==> src/rtl/eth_pcs_pkg.sv <==
// rtl/eth_pcs_pkg.sv - shared PCS datapath widths
package eth_pcs_pkg;

    localparam int W_DATA = 32;
    localparam int W_SYNC = 2;

endpackage

==> src/rtl/eth_pcs_params.sv <==
// rtl/eth_pcs_params.sv - PCS block width, descrambler taps and assembler state type
package eth_pcs_params;

    import eth_pcs_pkg::*;

    localparam int W_BLK       = 2 * W_DATA;
    localparam int DESCR_TAP_A = 39;
    localparam int DESCR_TAP_B = 58;

    typedef enum logic {
        HALF_LO = 1'b0,
        HALF_HI = 1'b1
    } half_e;

endpackage

==> src/rtl/eth_pcs_descrambler_core.sv <==
// rtl/eth_pcs_descrambler_core.sv - combinational 1+x^39+x^58 descramble of one word
module eth_pcs_descrambler_core
    import eth_pcs_pkg::*;
    import eth_pcs_params::*;
(
    input  logic [W_DATA-1:0]      i_word,
    input  logic [DESCR_TAP_B-1:0] i_hist,
    output logic [W_DATA-1:0]      o_word,
    output logic [DESCR_TAP_B-1:0] o_hist
);

    // History is oldest-first: i_hist[0] is in[n-58], i_hist[57] the most recent bit.
    // Appending the word above it gives one contiguous wire-ordered stream.
    logic [DESCR_TAP_B+W_DATA-1:0] stream;

    assign stream = {i_word, i_hist};

    always_comb begin
        o_word = '0;
        for (int i = 0; i < W_DATA; i++) begin
            o_word[i] = stream[DESCR_TAP_B + i]
                      ^ stream[DESCR_TAP_B - DESCR_TAP_A + i]
                      ^ stream[i];
        end
        o_hist = stream[DESCR_TAP_B+W_DATA-1 -: DESCR_TAP_B];
    end

endmodule

==> src/rtl/eth_pcs_rx_descrambler.sv <==
// rtl/eth_pcs_rx_descrambler.sv - RX descrambler with 66b block assembly from 32-bit gearbox words
module eth_pcs_rx_descrambler
    import eth_pcs_pkg::*;
    import eth_pcs_params::*;
#(
    parameter int DESCR_BYPASS = 0
) (
    input  logic              i_clk,
    input  logic              i_reset,
    input  logic              i_grbx_hdr_valid,
    input  logic [W_SYNC-1:0] i_grbx_hdr,
    input  logic              i_grbx_data_valid,
    input  logic [W_DATA-1:0] i_grbx_data,
    input  logic              i_rx_lock,
    output logic              o_desc_valid,
    output logic [W_SYNC-1:0] o_desc_hdr,
    output logic [W_BLK-1:0]  o_desc_data,
    output logic              o_desc_err
);

    logic [DESCR_TAP_B-1:0] hist_q, hist_d;
    half_e                  half_q, half_d;
    logic                   hdr_pend_q, hdr_pend_d;
    logic [W_SYNC-1:0]      blk_hdr_q, blk_hdr_d;
    logic [W_DATA-1:0]      lo_q, lo_d;
    logic                   desc_valid_q, desc_valid_d;
    logic                   desc_err_q, desc_err_d;
    logic [W_SYNC-1:0]      desc_hdr_q, desc_hdr_d;
    logic [W_BLK-1:0]       desc_data_q, desc_data_d;

    logic [W_DATA-1:0]      core_word;
    logic [DESCR_TAP_B-1:0] core_hist;
    logic [W_DATA-1:0]      word;

    eth_pcs_descrambler_core u_core (
        .i_word (i_grbx_data),
        .i_hist (hist_q),
        .o_word (core_word),
        .o_hist (core_hist)
    );

    assign word = (DESCR_BYPASS != 0) ? i_grbx_data : core_word;

    always_comb begin
        hist_d       = hist_q;
        half_d       = half_q;
        hdr_pend_d   = hdr_pend_q;
        blk_hdr_d    = blk_hdr_q;
        lo_d         = lo_q;
        desc_valid_d = 1'b0;
        desc_err_d   = 1'b0;
        desc_hdr_d   = desc_hdr_q;
        desc_data_d  = desc_data_q;

        // The self-synchronous history tracks the wire, independent of lock and bypass.
        if (i_grbx_data_valid) begin
            hist_d = core_hist;
        end

        if (!i_rx_lock) begin
            half_d     = HALF_LO;
            hdr_pend_d = 1'b0;
            desc_err_d = (half_q == HALF_HI);
        end else if (i_grbx_hdr_valid && !i_grbx_data_valid) begin
            desc_err_d = (half_q == HALF_HI);
            half_d     = HALF_LO;
            hdr_pend_d = 1'b1;
            blk_hdr_d  = i_grbx_hdr;
        end else if (i_grbx_data_valid) begin
            if (i_grbx_hdr_valid || hdr_pend_q) begin
                // A header always restarts the block, abandoning any half-built one.
                desc_err_d = (half_q == HALF_HI);
                lo_d       = word;
                half_d     = HALF_HI;
                hdr_pend_d = 1'b0;
                if (i_grbx_hdr_valid) begin
                    blk_hdr_d = i_grbx_hdr;
                end
            end else if (half_q == HALF_HI) begin
                desc_data_d  = {word, lo_q};
                desc_hdr_d   = blk_hdr_q;
                desc_valid_d = 1'b1;
                half_d       = HALF_LO;
            end
        end
    end

    always_ff @(posedge i_clk) begin
        if (i_reset) begin
            hist_q       <= '0;
            half_q       <= HALF_LO;
            hdr_pend_q   <= 1'b0;
            blk_hdr_q    <= '0;
            lo_q         <= '0;
            desc_valid_q <= 1'b0;
            desc_err_q   <= 1'b0;
            desc_hdr_q   <= '0;
            desc_data_q  <= '0;
        end else begin
            hist_q       <= hist_d;
            half_q       <= half_d;
            hdr_pend_q   <= hdr_pend_d;
            blk_hdr_q    <= blk_hdr_d;
            lo_q         <= lo_d;
            desc_valid_q <= desc_valid_d;
            desc_err_q   <= desc_err_d;
            desc_hdr_q   <= desc_hdr_d;
            desc_data_q  <= desc_data_d;
        end
    end

    assign o_desc_valid = desc_valid_q;
    assign o_desc_err   = desc_err_q;
    assign o_desc_hdr   = desc_hdr_q;
    assign o_desc_data  = desc_data_q;

endmodule

==> config.mk <==
export PLATFORM = sky130hd
export DESIGN_NAME = eth_pcs_rx_descrambler
export DESIGN_NICKNAME = d
export VERILOG_FILES = /design/src/rtl/eth_pcs_pkg.sv /design/src/rtl/eth_pcs_params.sv /design/src/rtl/eth_pcs_descrambler_core.sv /design/src/rtl/eth_pcs_rx_descrambler.sv
export SDC_FILE = /design/constraint.sdc
export NUM_CORES = 1
export LEC_CHECK = 0
export CORE_MARGIN = 4
export CORE_UTILIZATION = 50
export DETAILED_ROUTE_END_ITERATION = 8
export GPL_TIMING_DRIVEN = 0
export PLACE_DENSITY = 0.84
export RECOVER_POWER = 50
export SETUP_SLACK_MARGIN = 0.1
export SYNTH_ARGS = -nofsm -noshare
export SYNTH_HDL_FRONTEND = slang
export SYNTH_SLANG_ARGS = --single-unit
==> constraint.sdc <==
create_clock -name i_clk -period 1.65 [get_ports i_clk]
set_clock_uncertainty 0.05 [all_clocks]
set_input_delay 0.165 -clock i_clk [delete_from_list [all_inputs] [get_ports i_clk]]
set_output_delay 0.165 -clock i_clk [all_outputs]
set_load 0.01 [all_outputs]
* After elaboration in Yosys (flattened, before gate mapping)
Cells that the tools add are included.
** Word-level totals
- Flip-flop bits (word level) :: 162
- Latch bits :: 0
- Bits in writable memories :: 0
- ROM bits :: 0
- Input bits :: 39
- Output and inout port bits :: 68
- Logic and storage cells :: 103
- Memories kept :: 0
** Cells by class
- Add/subtract/negate cells :: 0
- Multiply operators :: 0
- Div/mod/pow operators :: 0
- $lt $le $gt $ge :: 0
- Eq/ne operators :: 0
- Shifts and indexed selects :: 0
- Mux-type cells :: 13
- Bitwise operators :: 68
- Reduce and logical (&&, ||, !) cells :: 13
** Operators with widths (count)
- $xor A1 B1 Y1 :: 64
- $mux W1 :: 9
- $mux W2 :: 4
- $reduce_and A4 Y1 :: 2
- $reduce_bool A2 Y1 :: 3
- $reduce_and A5 Y1 :: 1
- $reduce_or A5 Y1 :: 1
- $not A1 Y1 :: 4
- $reduce_or A3 Y1 :: 1
- $reduce_and A2 Y1 :: 1
- $reduce_or A2 Y1 :: 1
- $logic_and A1 B1 Y1 :: 1
- $logic_not A1 Y1 :: 1
- $logic_or A1 B1 Y1 :: 1

* Depth between registers and ports, before layout
- Depth after elaboration :: 5
- Mapped depth :: 7
- Depth with buffers taken out :: 3

* Modules after synthesis
A second synthesis with hierarchy kept.
** Second synthesis, totals
- Cell total of the unflattened synthesis :: 728
- Area total of the unflattened synthesis :: 7484.7 um^2
** Modules (own cells, without submodules)
- eth_pcs_rx_descrambler :: times used 1, cells an instance 638, area each 6288.5 um^2, sequential area each 3243.1 um^2
- eth_pcs_descrambler_core :: times used 1, cells an instance 90, area each 1196.1 um^2, sequential area each 0.0 um^2

* Worst setup path before layout
No wires, ideal clock.
- Kind :: register -> register
- Start :: reg hdr_pend_q
- End :: reg desc_data_q[43], in the netlist o_desc_data[43]
- Setup time :: 0.074 ns
- Data arrival time :: 1.359 ns
- Data required time :: 1.526 ns
- Slack :: 0.167 ns
- Stages on the path, launching flop included :: 7
- Buffers on the path :: 3
- Period minus slack after synthesis :: 1.483 ns
- Path through :: dfxtp_1 > nand4bb_1 > buf_2 > or3_1 > buf_2 > buf_6 > o22ai_2
** Between the ends
- Longest elaborated chain between the ends :: 3
** Ends and longest elaborated chain
- start: declaration :: RTL line eth_pcs_rx_descrambler.sv:23 : logic hdr_pend_q, hdr_pend_d;
- start signal: assignment :: RTL line eth_pcs_rx_descrambler.sv:102 : hdr_pend_q <= hdr_pend_d;
- $logic_or A1 B1 Y1 :: RTL line eth_pcs_rx_descrambler.sv:70 : if (i_grbx_hdr_valid || hdr_pend_q) begin
- $not A1 Y1 (no line)
- $reduce_and A5 Y1 (no line)
- end signal: assignment :: RTL line eth_pcs_rx_descrambler.sv:108 : desc_data_q <= desc_data_d;
- end: declaration :: RTL line eth_pcs_rx_descrambler.sv:29 : logic [W_BLK-1:0] desc_data_q, desc_data_d;
No other way between the ends.
A chain may end at the register's enable or synchronous reset.

* Worst setup path in the final report
- Start :: reg hdr_pend_q
- End :: reg desc_data_q[60], in the netlist o_desc_data[60]
Same word-level chain as after synthesis.

==> qor.txt <==
Worst-Skew Late Latency - 0.43 ns
FMAX - 609 MHz
Crit end category - register
PnR worst setup slack - 0.00823 ns
Routed Wire Length - 16400 um
Cell Pwr Density - 1080 nW/um2
CP max FO - 10
Met3 WL - 961 um
DP Wirelength - 12200 um
Slew HR - 44.8%
Maxcap violations - 0
Final Max Tran Viols - 0
Syn Inst Count - 615
First-pass DRT Iterations - 5
CTS sink count - 162
Hold Worst Slack - 0.144 ns
Area grow syn2layout - 32.4%
Utilization after layout - 68.6%
Clock-pin slew on the worst setup and hold paths - 0.06 ns
Antenna violations before repair - 0
DRT iter0 DRCs - 348
Yosys cell types - 26
Total GRT Usage - 22.8%
Top sig layer - met4
Clk buf depth - 2
Final TNS setup - 0 ns
Final setup fails - 0
Core area - 12200 um2
Initial core utilization - 51.8%
Layout cells sized above 1 - 13.9%
Met2 WL post-DR - 7820 um
Final Critical Period - 1.64 ns
Worst Tran Pin Value - 0.827 ns
Syn Std Cell Area - 6330 um2
Status - complete, no violations
YS warnings - 0
Root Driver - clkbuf_16
Synthesized area per cell - 10.3 um2
Hold Fails Final Rpt - 0
WS Path Type - register to register
Final instance area - 8380 um2
WL per Instance - 17.7 um
Post-CTS Hold Buffers - 0
N_diodes - 0
Met1 wire length - 7150 um
I/O Buffers - 105
Seq/Total Area, Yosys - 51.2%
CTS tree - built
Vias - 5020
Die X - 121 um
CP arrival - 1.94 ns
Grt total ovfl - 0
Vias in the first global route - 4994
Htree depth - 4
Max IR drop VDD - 634 uV
Hold crit path type - input pin to register
RSZ-0062 raised after global routing - true
GPL Wtd Cong - 0.880
Most frequent cells in the layout - dfxtp_1, clkdlybuf4s50_1, nor2_1
Seq cells post-synth - 162
Nets - 782
DP Area - 7590 um2
Num rows - 40
CTS buffer count - 17
Worst EP required - 1.95 ns
Antenna viol nets, final - 0
Vias per cell - 5.44
Critical path startpoint category - register
Largest net degree at the start of global routing - 17
First-pass GRT wire length - 25900 um
Pleak - 0.00376 uW
I/O pins - 107
Die Area - 14500 um2
Commonest non-fill, non-tap cell in the layout - dfxtp_1
Place WS - -0.718 ns
Chip height - 121 um
Syn nets - 654
# DRC - 0
Part of the cycle the worst path needs - 99.5%
==> area by class of cell <==
class                      instances  area [um2]
timing repair buffer             110        1130
sequential                       162        3250
clock buffer                      21         460
fill                             901        3830
multi-input combinational        399        2860
inverter                           4        15.0
clock inverter                    10         158
buffer                            49         303
tap                              168         210
==> logic make-up (layout without fill, tap and decap cells) <==
group / after synthesis / after routing / share of synthesized area, %
flops: 162 / 162 / 51.2
simple gates: 139 / 139 / 10.6
compound gates: 138 / 138 / 16.3
xor+xnor: 64 / 64 / 8.85
mux: 58 / 58 / 9.17
buf+inv: 54 / 194 / 3.85
==> metrics by stage <==
stage | total power, uW | instances
2_1_floorplan | 4640 | 615
3_3_place_gp | 4930 | 888
3_5_place_dp | 4950 | 888
4_1_cts | 9030 | 921
5_1_grt | 9270 | 923
6_report | 9030 | 923
==> worst max-delay path, cell delays in order, from the launching register on <==
cell and delay (ns):
dfxtp_4 0.36, nand4bb_1 0.20, buf_6 0.16, or3_4 0.32, buf_6 0.15, buf_12 0.15, o22ai_2 0.16
==> cells in the mapped netlist <==
library cell / n / area [um2]
o21ai_0: 34 / 170
nand4bb_1: 1 / 11.3
a31oi_1: 1 / 6.26
dfxtp_1: 162 / 3240
buf_1: 6 / 22.5
nor3_1: 1 / 5.00
o22ai_1: 4 / 25.0
or3_1: 2 / 12.5
buf_6: 3 / 33.8
buf_2: 15 / 75.1
o2bb2ai_1: 32 / 280
xor2_1: 32 / 280
nor4bb_1: 1 / 10.0
a21oi_1: 37 / 185
nand2_1: 4 / 15.0
mux2i_1: 58 / 581
nand3_1: 36 / 180
nand2b_1: 33 / 206
a311oi_1: 1 / 8.76
xnor2_1: 32 / 280
inv_1: 3 / 11.3
o21a_1: 1 / 7.51
clkbuf_1: 26 / 97.6
o22ai_2: 28 / 350
nor2_1: 61 / 229
inv_2: 1 / 3.75
==> final timing paths <==
| check | startpoint | endpoint | slack, ns | depth (start not counted) |
|---|---|---|---|---|
| hold reg to reg | lo_q[27]$_SDFFE_PP0P_ | lo_q[27]$_SDFFE_PP0P_ | 0.42 | 1 |
| setup / recovery | hdr_pend_q$_SDFFE_PP0P_ | o_desc_data[60]$_SDFFE_PP0P_ | 0.008 | 6 |
| hold / removal | i_grbx_data_valid | half_q$_SDFFE_PP0P_ | 0.14 | 4 |
| setup reg to reg | hdr_pend_q$_SDFFE_PP0P_ | o_desc_data[60]$_SDFFE_PP0P_ | 0.008 | 6 |
==> sequential cells by signal, indices dropped and copies added, names as in the netlist <==
name,flops
o_desc_err,1
hist_q,58
blk_hdr_q,2
o_desc_valid,1
o_desc_data,64
hdr_pend_q,1
lo_q,32
half_q,1
o_desc_hdr,2
==> what timing repair did <==
action | in CTS | in global routing
setup endpoints to repair | 169 | 119
pin swaps | 1 | 2
gates resized for setup | 42 | 69
buffers inserted | 2 | 3
==> metal layers <==
| metal | vias up | GRT usage [%] |
|---|---|---|
| li1 | 2405 | - |
| met1 | 2392 | 29.8 |
| met2 | 186 | 36.2 |
| met3 | 37 | 5.33 |
| met4 | 0 | 9.92 |
| met5 | - | 0 |
==> where the power goes <==
group,total [uW],internal [uW],switching (uW)
clock,4130,2600,1530
combinational,780,333,447
sequential,4120,4030,94.1
Power figures use the tool's default switching activity.
